--- config.mk ---
export PLATFORM = sky130hd
export DESIGN_NAME = ddr_maint_cmd_exec
export DESIGN_NICKNAME = d
export VERILOG_FILES = /design/src/rtl/ddr_maint_cmd_exec.sv
export SDC_FILE = /design/constraint.sdc
export NUM_CORES = 1
export LEC_CHECK = 0
export ABC_AREA = 1
export CORE_MARGIN = 3
export CORE_UTILIZATION = 47
export CTS_BUF_LIST = sky130_fd_sc_hd__clkbuf_16
export DETAILED_ROUTE_END_ITERATION = 8
export GPL_TIMING_DRIVEN = 0
export PLACE_DENSITY = 0.75
export SLEW_MARGIN = 30
export SYNTH_ARGS = -nofsm -noshare
export SYNTH_HDL_FRONTEND = slang
export SYNTH_SLANG_ARGS = --single-unit
--- constraint.sdc ---
create_clock -name clock_t -period 1.45 [get_ports clock_t]
set_input_delay 0.29 -clock clock_t [delete_from_list [all_inputs] [get_ports clock_t]]
set_output_delay 0.29 -clock clock_t [all_outputs]
set_load 0.02 [all_outputs]
--- src/rtl/ddr_maint_cmd_exec.sv ---
// Maintenance command executor: runs PREA -> REF/MRS -> recovery sequences on the
// DDR4 command bus in response to single-cycle refresh / MR0-update requests.
module ddr_maint_cmd_exec #(
   parameter int unsigned T_RP      = 12,
   parameter int unsigned T_RFC     = 208,
   parameter int unsigned T_MOD     = 24,
   parameter int unsigned MRS_WIDTH = 14,
   parameter int unsigned CNT_WIDTH = 9
) (
   input  logic                 clock_t,
   input  logic                 reset,
   input  logic                 refresh_rdy,
   input  logic                 mrs_update_rdy,
   input  logic [MRS_WIDTH-1:0] mrs_update_cmd,
   output logic                 cs_n,
   output logic                 act_n,
   output logic                 ras_n_a16,
   output logic                 cas_n_a15,
   output logic                 we_n_a14,
   output logic [1:0]           bg,
   output logic [1:0]           ba,
   output logic [MRS_WIDTH-1:0] addr,
   output logic                 maint_bus_own,
   output logic                 maint_busy,
   output logic                 refresh_done,
   output logic                 update_done,
   output logic                 req_dropped
);

   typedef enum logic [2:0] {
      S_IDLE, S_PREA, S_WAIT_RP, S_ISSUE, S_WAIT_REC, S_DONE
   } state_t;

   state_t               state, state_nxt;
   logic [CNT_WIDTH-1:0] cnt, cnt_nxt;
   logic                 pend_ref, pend_ref_nxt, pend_mrs, pend_mrs_nxt;
   logic                 clr_ref, clr_mrs, drop;
   logic                 seq_ref, seq_ref_nxt;
   logic [MRS_WIDTH-1:0] op_pend, op_pend_nxt, op_act, op_act_nxt;
   logic [4:0]           ctl_nxt;
   logic [1:0]           bg_nxt, ba_nxt;
   logic [MRS_WIDTH-1:0] addr_nxt;

   // Outputs are registered from the next-state decode, so the counter is loaded
   // on entry to PREA/ISSUE; this places ISSUE exactly T_RP cycles after PREA.
   always_comb begin
      state_nxt   = state;
      cnt_nxt     = cnt;
      seq_ref_nxt = seq_ref;
      op_act_nxt  = op_act;
      clr_ref     = 1'b0;
      clr_mrs     = 1'b0;
      unique case (state)
         S_IDLE: begin
            if (pend_ref) begin
               state_nxt   = S_PREA;
               seq_ref_nxt = 1'b1;
               clr_ref     = 1'b1;
               cnt_nxt     = CNT_WIDTH'(T_RP - 1);
            end else if (pend_mrs) begin
               state_nxt   = S_PREA;
               seq_ref_nxt = 1'b0;
               clr_mrs     = 1'b1;
               op_act_nxt  = op_pend;
               cnt_nxt     = CNT_WIDTH'(T_RP - 1);
            end
         end
         S_PREA: begin
            state_nxt = S_WAIT_RP;
            cnt_nxt   = cnt - CNT_WIDTH'(1);
         end
         S_WAIT_RP: begin
            if (cnt == '0) begin
               state_nxt = S_ISSUE;
               cnt_nxt   = seq_ref ? CNT_WIDTH'(T_RFC - 1) : CNT_WIDTH'(T_MOD - 1);
            end else begin
               cnt_nxt = cnt - CNT_WIDTH'(1);
            end
         end
         S_ISSUE: begin
            state_nxt = S_WAIT_REC;
            cnt_nxt   = cnt - CNT_WIDTH'(1);
         end
         S_WAIT_REC: begin
            if (cnt == '0) state_nxt = S_DONE;
            else           cnt_nxt   = cnt - CNT_WIDTH'(1);
         end
         S_DONE:  state_nxt = S_IDLE;
         default: state_nxt = S_IDLE;
      endcase

      // A pulse landing on the cycle its flag is consumed re-arms it rather than merging
      pend_ref_nxt = (pend_ref & ~clr_ref) | refresh_rdy;
      pend_mrs_nxt = (pend_mrs & ~clr_mrs) | mrs_update_rdy;
      drop         = (refresh_rdy & pend_ref & ~clr_ref) |
                     (mrs_update_rdy & pend_mrs & ~clr_mrs);
      op_pend_nxt  = mrs_update_rdy ? mrs_update_cmd : op_pend;

      ctl_nxt  = 5'b11111;
      bg_nxt   = '0;
      ba_nxt   = '0;
      addr_nxt = '0;
      if (state_nxt == S_PREA) begin
         ctl_nxt      = 5'b01010;
         addr_nxt[10] = 1'b1;
      end else if (state_nxt == S_ISSUE) begin
         if (seq_ref_nxt) begin
            ctl_nxt = 5'b01001;
         end else begin
            ctl_nxt  = 5'b01000;
            addr_nxt = op_act_nxt;
         end
      end
   end

   always_ff @(posedge clock_t) begin
      if (reset) begin
         state         <= S_IDLE;
         cnt           <= '0;
         pend_ref      <= 1'b0;
         pend_mrs      <= 1'b0;
         seq_ref       <= 1'b0;
         op_pend       <= '0;
         op_act        <= '0;
         {cs_n, act_n, ras_n_a16, cas_n_a15, we_n_a14} <= 5'b11111;
         bg            <= '0;
         ba            <= '0;
         addr          <= '0;
         maint_bus_own <= 1'b0;
         maint_busy    <= 1'b0;
         refresh_done  <= 1'b0;
         update_done   <= 1'b0;
         req_dropped   <= 1'b0;
      end else begin
         state         <= state_nxt;
         cnt           <= cnt_nxt;
         pend_ref      <= pend_ref_nxt;
         pend_mrs      <= pend_mrs_nxt;
         seq_ref       <= seq_ref_nxt;
         op_pend       <= op_pend_nxt;
         op_act        <= op_act_nxt;
         {cs_n, act_n, ras_n_a16, cas_n_a15, we_n_a14} <= ctl_nxt;
         bg            <= bg_nxt;
         ba            <= ba_nxt;
         addr          <= addr_nxt;
         maint_bus_own <= (state_nxt != S_IDLE);
         maint_busy    <= (state_nxt != S_IDLE) | pend_ref_nxt | pend_mrs_nxt;
         refresh_done  <= (state_nxt == S_DONE) & seq_ref_nxt;
         update_done   <= (state_nxt == S_DONE) & ~seq_ref_nxt;
         req_dropped   <= req_dropped | drop;
      end
   end

endmodule

# After elaboration in Yosys (flattened, before gate mapping)
# Index checks and enable logic that the tools add are counted.
word_totals:
  ff_bits: 67
  latchBits: 0
  mem_bits_rw: 0
  mem_bits_ro: 0
  inputBits: 18
  output_inout_bits: 28
  word_cells: 83
  n_memories: 0
classes:
  addsub: 1
  mul: 0
  n_div: 0
  order_cmp: 0
  n_eq_ne: 9
  n_shift: 0
  mux: 28
  n_bitwise: 18
  reduce_logical: 8
ops:
  columns: ["op", "count"]
  rows:
  - ["$mux 14", 3]
  - ["$mux 9", 4]
  - ["$pmux 9 s4", 1]
  - ["$mux 11", 2]
  - ["$pmux 3 s5", 1]
  - ["$mux 3", 4]
  - ["$mux 1", 10]
  - ["$mux 5", 2]
  - ["$eq 3x2->1 const B", 3]
  - ["$logic_not 9->1", 1]
  - ["$sub 9x1->9 const B", 1]
  - ["$and 1x1->1", 8]
  - ["$mux 8", 1]
  - ["$eq 3x1->1 const B", 2]
  - ["$eq 3x3->1 const B", 2]
  - ["$or 1x1->1", 6]
  - ["$not 1->1", 4]
  - ["$reduce_bool 4->1", 1]
  - ["$reduce_or 4->1", 1]
  - ["$logic_not 3->1", 1]
  - ["$ne 3x3->1 const B", 1]
  - ["$reduce_and 3->1", 1]
  - ["$reduce_bool 3->1", 1]
  - ["$reduce_or 3->1", 1]
  - ["other kinds (2)", 2]

# Logic depth before layout (Yosys ltp)
logic_depth:
  ltp_word: 7
  mapped_depth: 12
  mapped_depth_nobuf: 12

# Worst setup path after synthesis
# OpenSTA, ideal clock, no wires.
synth_timing:
  kind: "reg-to-reg"
  from: "reg cnt[0]"
  to: "reg addr[0]"
  setup_time_ps: 64
  t_arrival_ps: 1369
  required_time_ps: 1386
  setup_slack_ps: 17
  path_stages_with_launch: 12
  path_buffers: 1
  period_less_slack_ps: 1433
  path_cell_list: "dfxtp_1 inv_1 ha_1 inv_1 nor2_1 nand2_2 nor2_8 nand2_4 nand3_4 nand3_4 buf_6 nor2_1"
synth_between:
  elab_chain_cells: 6
  word_cells_on_any_way: 8
  cone_classes: "2 x eq/ne; 3 x mux; 1 x bitwise; 2 x reduce/logical"
synth_lines:
  columns: ["item", "line_no", "source"]
  rows:
  - ["from (decl)", "35", "logic [CNT_WIDTH-1:0] cnt, cnt_nxt;"]
  - ["from (signal assigned)", "136", "cnt <= cnt_nxt;"]
  - ["$logic_not 9->1 (*)", "73, 85", null]
  - ["$mux 3 (on tied branches)", "85, 73", null]
  - ["$pmux 3 s5 (*)", "53", "unique case (state)"]
  - ["$eq 3x2->1", "106", "end else if (state_nxt == S_ISSUE) begin"]
  - ["$not 1->1 (no line)", null, null]
  - ["$reduce_or 4->1 (no line) (*)", null, null]
  - ["to (signal assigned)", "145", "addr <= addr_nxt;"]
  - ["to (decl)", "22", "output logic [MRS_WIDTH-1:0] addr,"]
# Every way passes the cells marked *; elsewhere a longest branch is shown, timed or not.
# A chain may end at the register's enable or synchronous reset.

# Worst setup path in the final report
# Same ends and word-level chain as after synthesis.

==> reports/metrics.csv <==
stage;metric;value;unit
run_status;status;finished, violations left;
run_status;violations;setup timing;
synth;ys_seq_area_share;47.8;%
synth;synth_xor_area_share;0.643;%
power_and_ir_drop;p_leak;1.81;nW
finish;drive_gt1_share;32.1;%
synth;yosys-top-cells-area;dfxtp_1, nor2_1, nand2_1;
finish;final_area;4050;um2
global_route;grt_pass1_vias;2357;
route;postRouteAntennaNets;0;
clock_tree;path_clk_slew;0.06;ns
floorplan;core;5540;um2
floorplan;rows;27;
floorplan;die_y;82.1;um
place;placed_area;3210;um2
critical_path;cp-start-kind;register;
power_and_ir_drop;ir_drop;886;uV
route;viasPerCell;5.05;
critical_path;rrSetupSlack;-0.12;ns
finish;fill_cells;393;
synth;synth_top_area_share;47.8;%
synth;synth-seq-cells;65;
critical_path;path_max_fanout;5;
clock_tree;cts-root-buf;clkbuf_16;
timing;hold_viol;0;
critical_path;r2r-start;cnt[0];
critical_path;path_class;register to register;
power_and_ir_drop;power_frac_clock;35.8;%
power_and_ir_drop;p_per_area;1340;nW/um2
timing;setup_viol;29;
finish;syn_to_final_growth;48.9;%
timing;final.min_clock_period;1.57;ns
route;wirelength;7.16;mm
global_route;grt_pass1_wl;10.6;mm
synth;synth_compound_area_share;8.50;%
timing;tns;-2.31;ns
route;vias;2473;
clock_tree;holdBufCountCts;0;
power_and_ir_drop;switching_share;32.1;%
critical_path;path_buf_inv;3;
route;routedWlPerCell;14.6;um
finish;mostFrequentLayoutCell;nor2_1;
global_route;grt_usage;21.2;%
global_route;grt.overflow.total;0;
critical_path;crit_chain;inv_2 > ha_4 > inv_2 > nor2_2 > nand2_2 > nor2_8 > nand2_4 > nand3_4 > nand3_4 > buf_8 > nor2_4;
clock_tree;clock_path_buffers;2;
min_path;min_from;reset;
critical_path;crit_required;1.72;ns
place;place_congestion;0.931;
synth;synth_flop_cell;dfxtp_1;
floorplan;initial_utilization;49.1;%
critical_path;rr_worst_depth;11;
place;hpwlAfterDp;4.12;mm
finish;final_cell_mix;nor2_1, dfxtp_1, nand2_1, inv_1, buf_4;
route;drt_drc_violations_left;0;
power_and_ir_drop;pwr-share-seq;37.3;%
floorplan;fp.dieW;82.1;um
min_path;holdPathStages;2;
critical_path;critical_path.top_delay_family;simple AND/OR/NAND/NOR gates;
power_and_ir_drop;combPwrFrac;26.9;%
clock_tree;worstSkewPairLatency;0.33;ns
timing;period_share;108;%
timing;worstMarginPinSlew;0.588;ns
synth;ys_warn_count;0;
synth;syn-cell-area;2720;um2
synth;synth_top_family_by_area;simple AND/OR/NAND/NOR gates;
critical_path;cp.arrival;1.83;ns
synth;synthDistinctLibCells;35;
clock_tree;clkSinkCount;65;
clock_tree;numCtsBuffers;9;
power_and_ir_drop;power;5.45;mW
place;port-buffer-count;39;
floorplan;dieArea;6740;um2
synth;synth_mux_area_share;4.78;%
synth;yosysTopAreaCell;dfxtp_1;
timing;fin_skew;0.00851;ns
min_path;worstHoldEndpoint;state[1];
timing;rsz0062_at_grt;true;
route;drtIter0Drc;118;
global_route;antenna_found_initial;0;
synth;synthSimpleGateAreaFrac;27.8;%
flow_run;cap_violations;0;
power_and_ir_drop;p_switching;1.75;mW
min_path;hold_class;input pin to register;
critical_path;critPathMaxStageDelay;0.33;ns
power_and_ir_drop;power.internal;3.70;mW
timing;relSlewSlack;60.8;%
finish;layout.nets;433;
critical_path;cp-end-kind;register;
synth;syn_area_per_cell;8.10;um2
critical_path;worstReg2RegEnd;addr[0];
timing;drv_slew;0;
timing;setup_ws;-0.115;ns
finish;diodes;0;
global_route;grt_max_degree;17;
synth;synth_adder_area_share;0.919;%
critical_path;cp_slowest_cell;dfxtp_2;
floorplan;io_pins;46;
clock_tree;cts_tree;yes;
synth;synthArstFlopShare;0;%
clock_tree;htree_num_levels;3;
synth;syn_inst;336;
timing;max_freq;0.639;GHz
route;dr.pass1.iters;4;
critical_path;cp_num_cells;11;
synth;synth-edff-count;0;
[registers in the layout (all words and copies together), names as in the netlist, 3 cells and up]
name,count
op_act,14
state,3
cnt,9
op_pend,14
addr,14
[repair_timing]
item | 4_1_cts | 5_1_grt
gates cloned | 2 | 1
resized for setup | 88 | 37
setup endpoints to repair | 53 | 40
buffers inserted | 14 | 8
pin swaps | 10 | 16
[stage by stage]
step	setup WS [ns]	instances	hold WS [ns]	utilization, %
after floorplan	0.0171	339	0.425	-
after global placement	-0.363	450	0.469	58.0
after detailed placement	-0.367	450	0.483	58.0
after CTS	-0.101	481	0.205	68.9
after global routing	-0.205	490	0.228	73.2
final	-0.115	490	0.226	73.2
[how the worst max path moves through the flow]
stage	start	endpoint
6_report	cnt[0]	addr[0]
5_1_grt	cnt[0]	we_n_a14
4_1_cts	cnt[0]	addr[3]
3_5_place_dp	mrs_update_rdy	maint_busy
3_3_place_gp	mrs_update_rdy	maint_busy
2_1_floorplan	cnt[0]	addr[0]
[routing by layer]
metal  vias to the layer above  routed length (um)  track usage [%]
met4                         0                 171             12.3
met2                        74                3830             37.8
met1                      1175                2830             23.1
met5                         -                   0                0
li1                       1207                   -                -
met3                        17                 338             4.56
[final cells by class]
cell class              count  area [um2]  area share [%]
plain buffers              16         126            3.12
clock buffers               9         225            5.56
clock inverters             7        47.5            1.17
inverters                  35         139            3.43
multi-input cells         222        1510            37.3
flip-flops and latches     65        1310            32.3
well taps                  72        90.1            2.22
repair buffers             64         606            14.9
[cells by family after synthesis]
family | Yosys count
xor+xnor | 2
buf+inv | 52
fa+ha+maj | 2
compound gates | 41
other cells | 2
simple gates | 159
flops | 65
mux | 13
[Yosys cell counts (all sizes together) (6+ instances only)]
cell    instances
clkbuf          6
a21oi          12
o21ai          25
nand2          45
buf            11
mux2i          13
inv            35
nand3          23
nor2           88
dfxtp          65
[power groups by stage]
stage                     sequential (mW)  combinational, mW  clock (mW)
after floorplan                      2.05              0.741           0
after global placement               2.03              0.995           0
after detailed placement             2.04               1.01           0
after CTS                            2.02               1.24        1.97
after global routing                 2.05               1.59        2.04
final                                2.04               1.47        1.95
(Power assumes the default switching activity.)
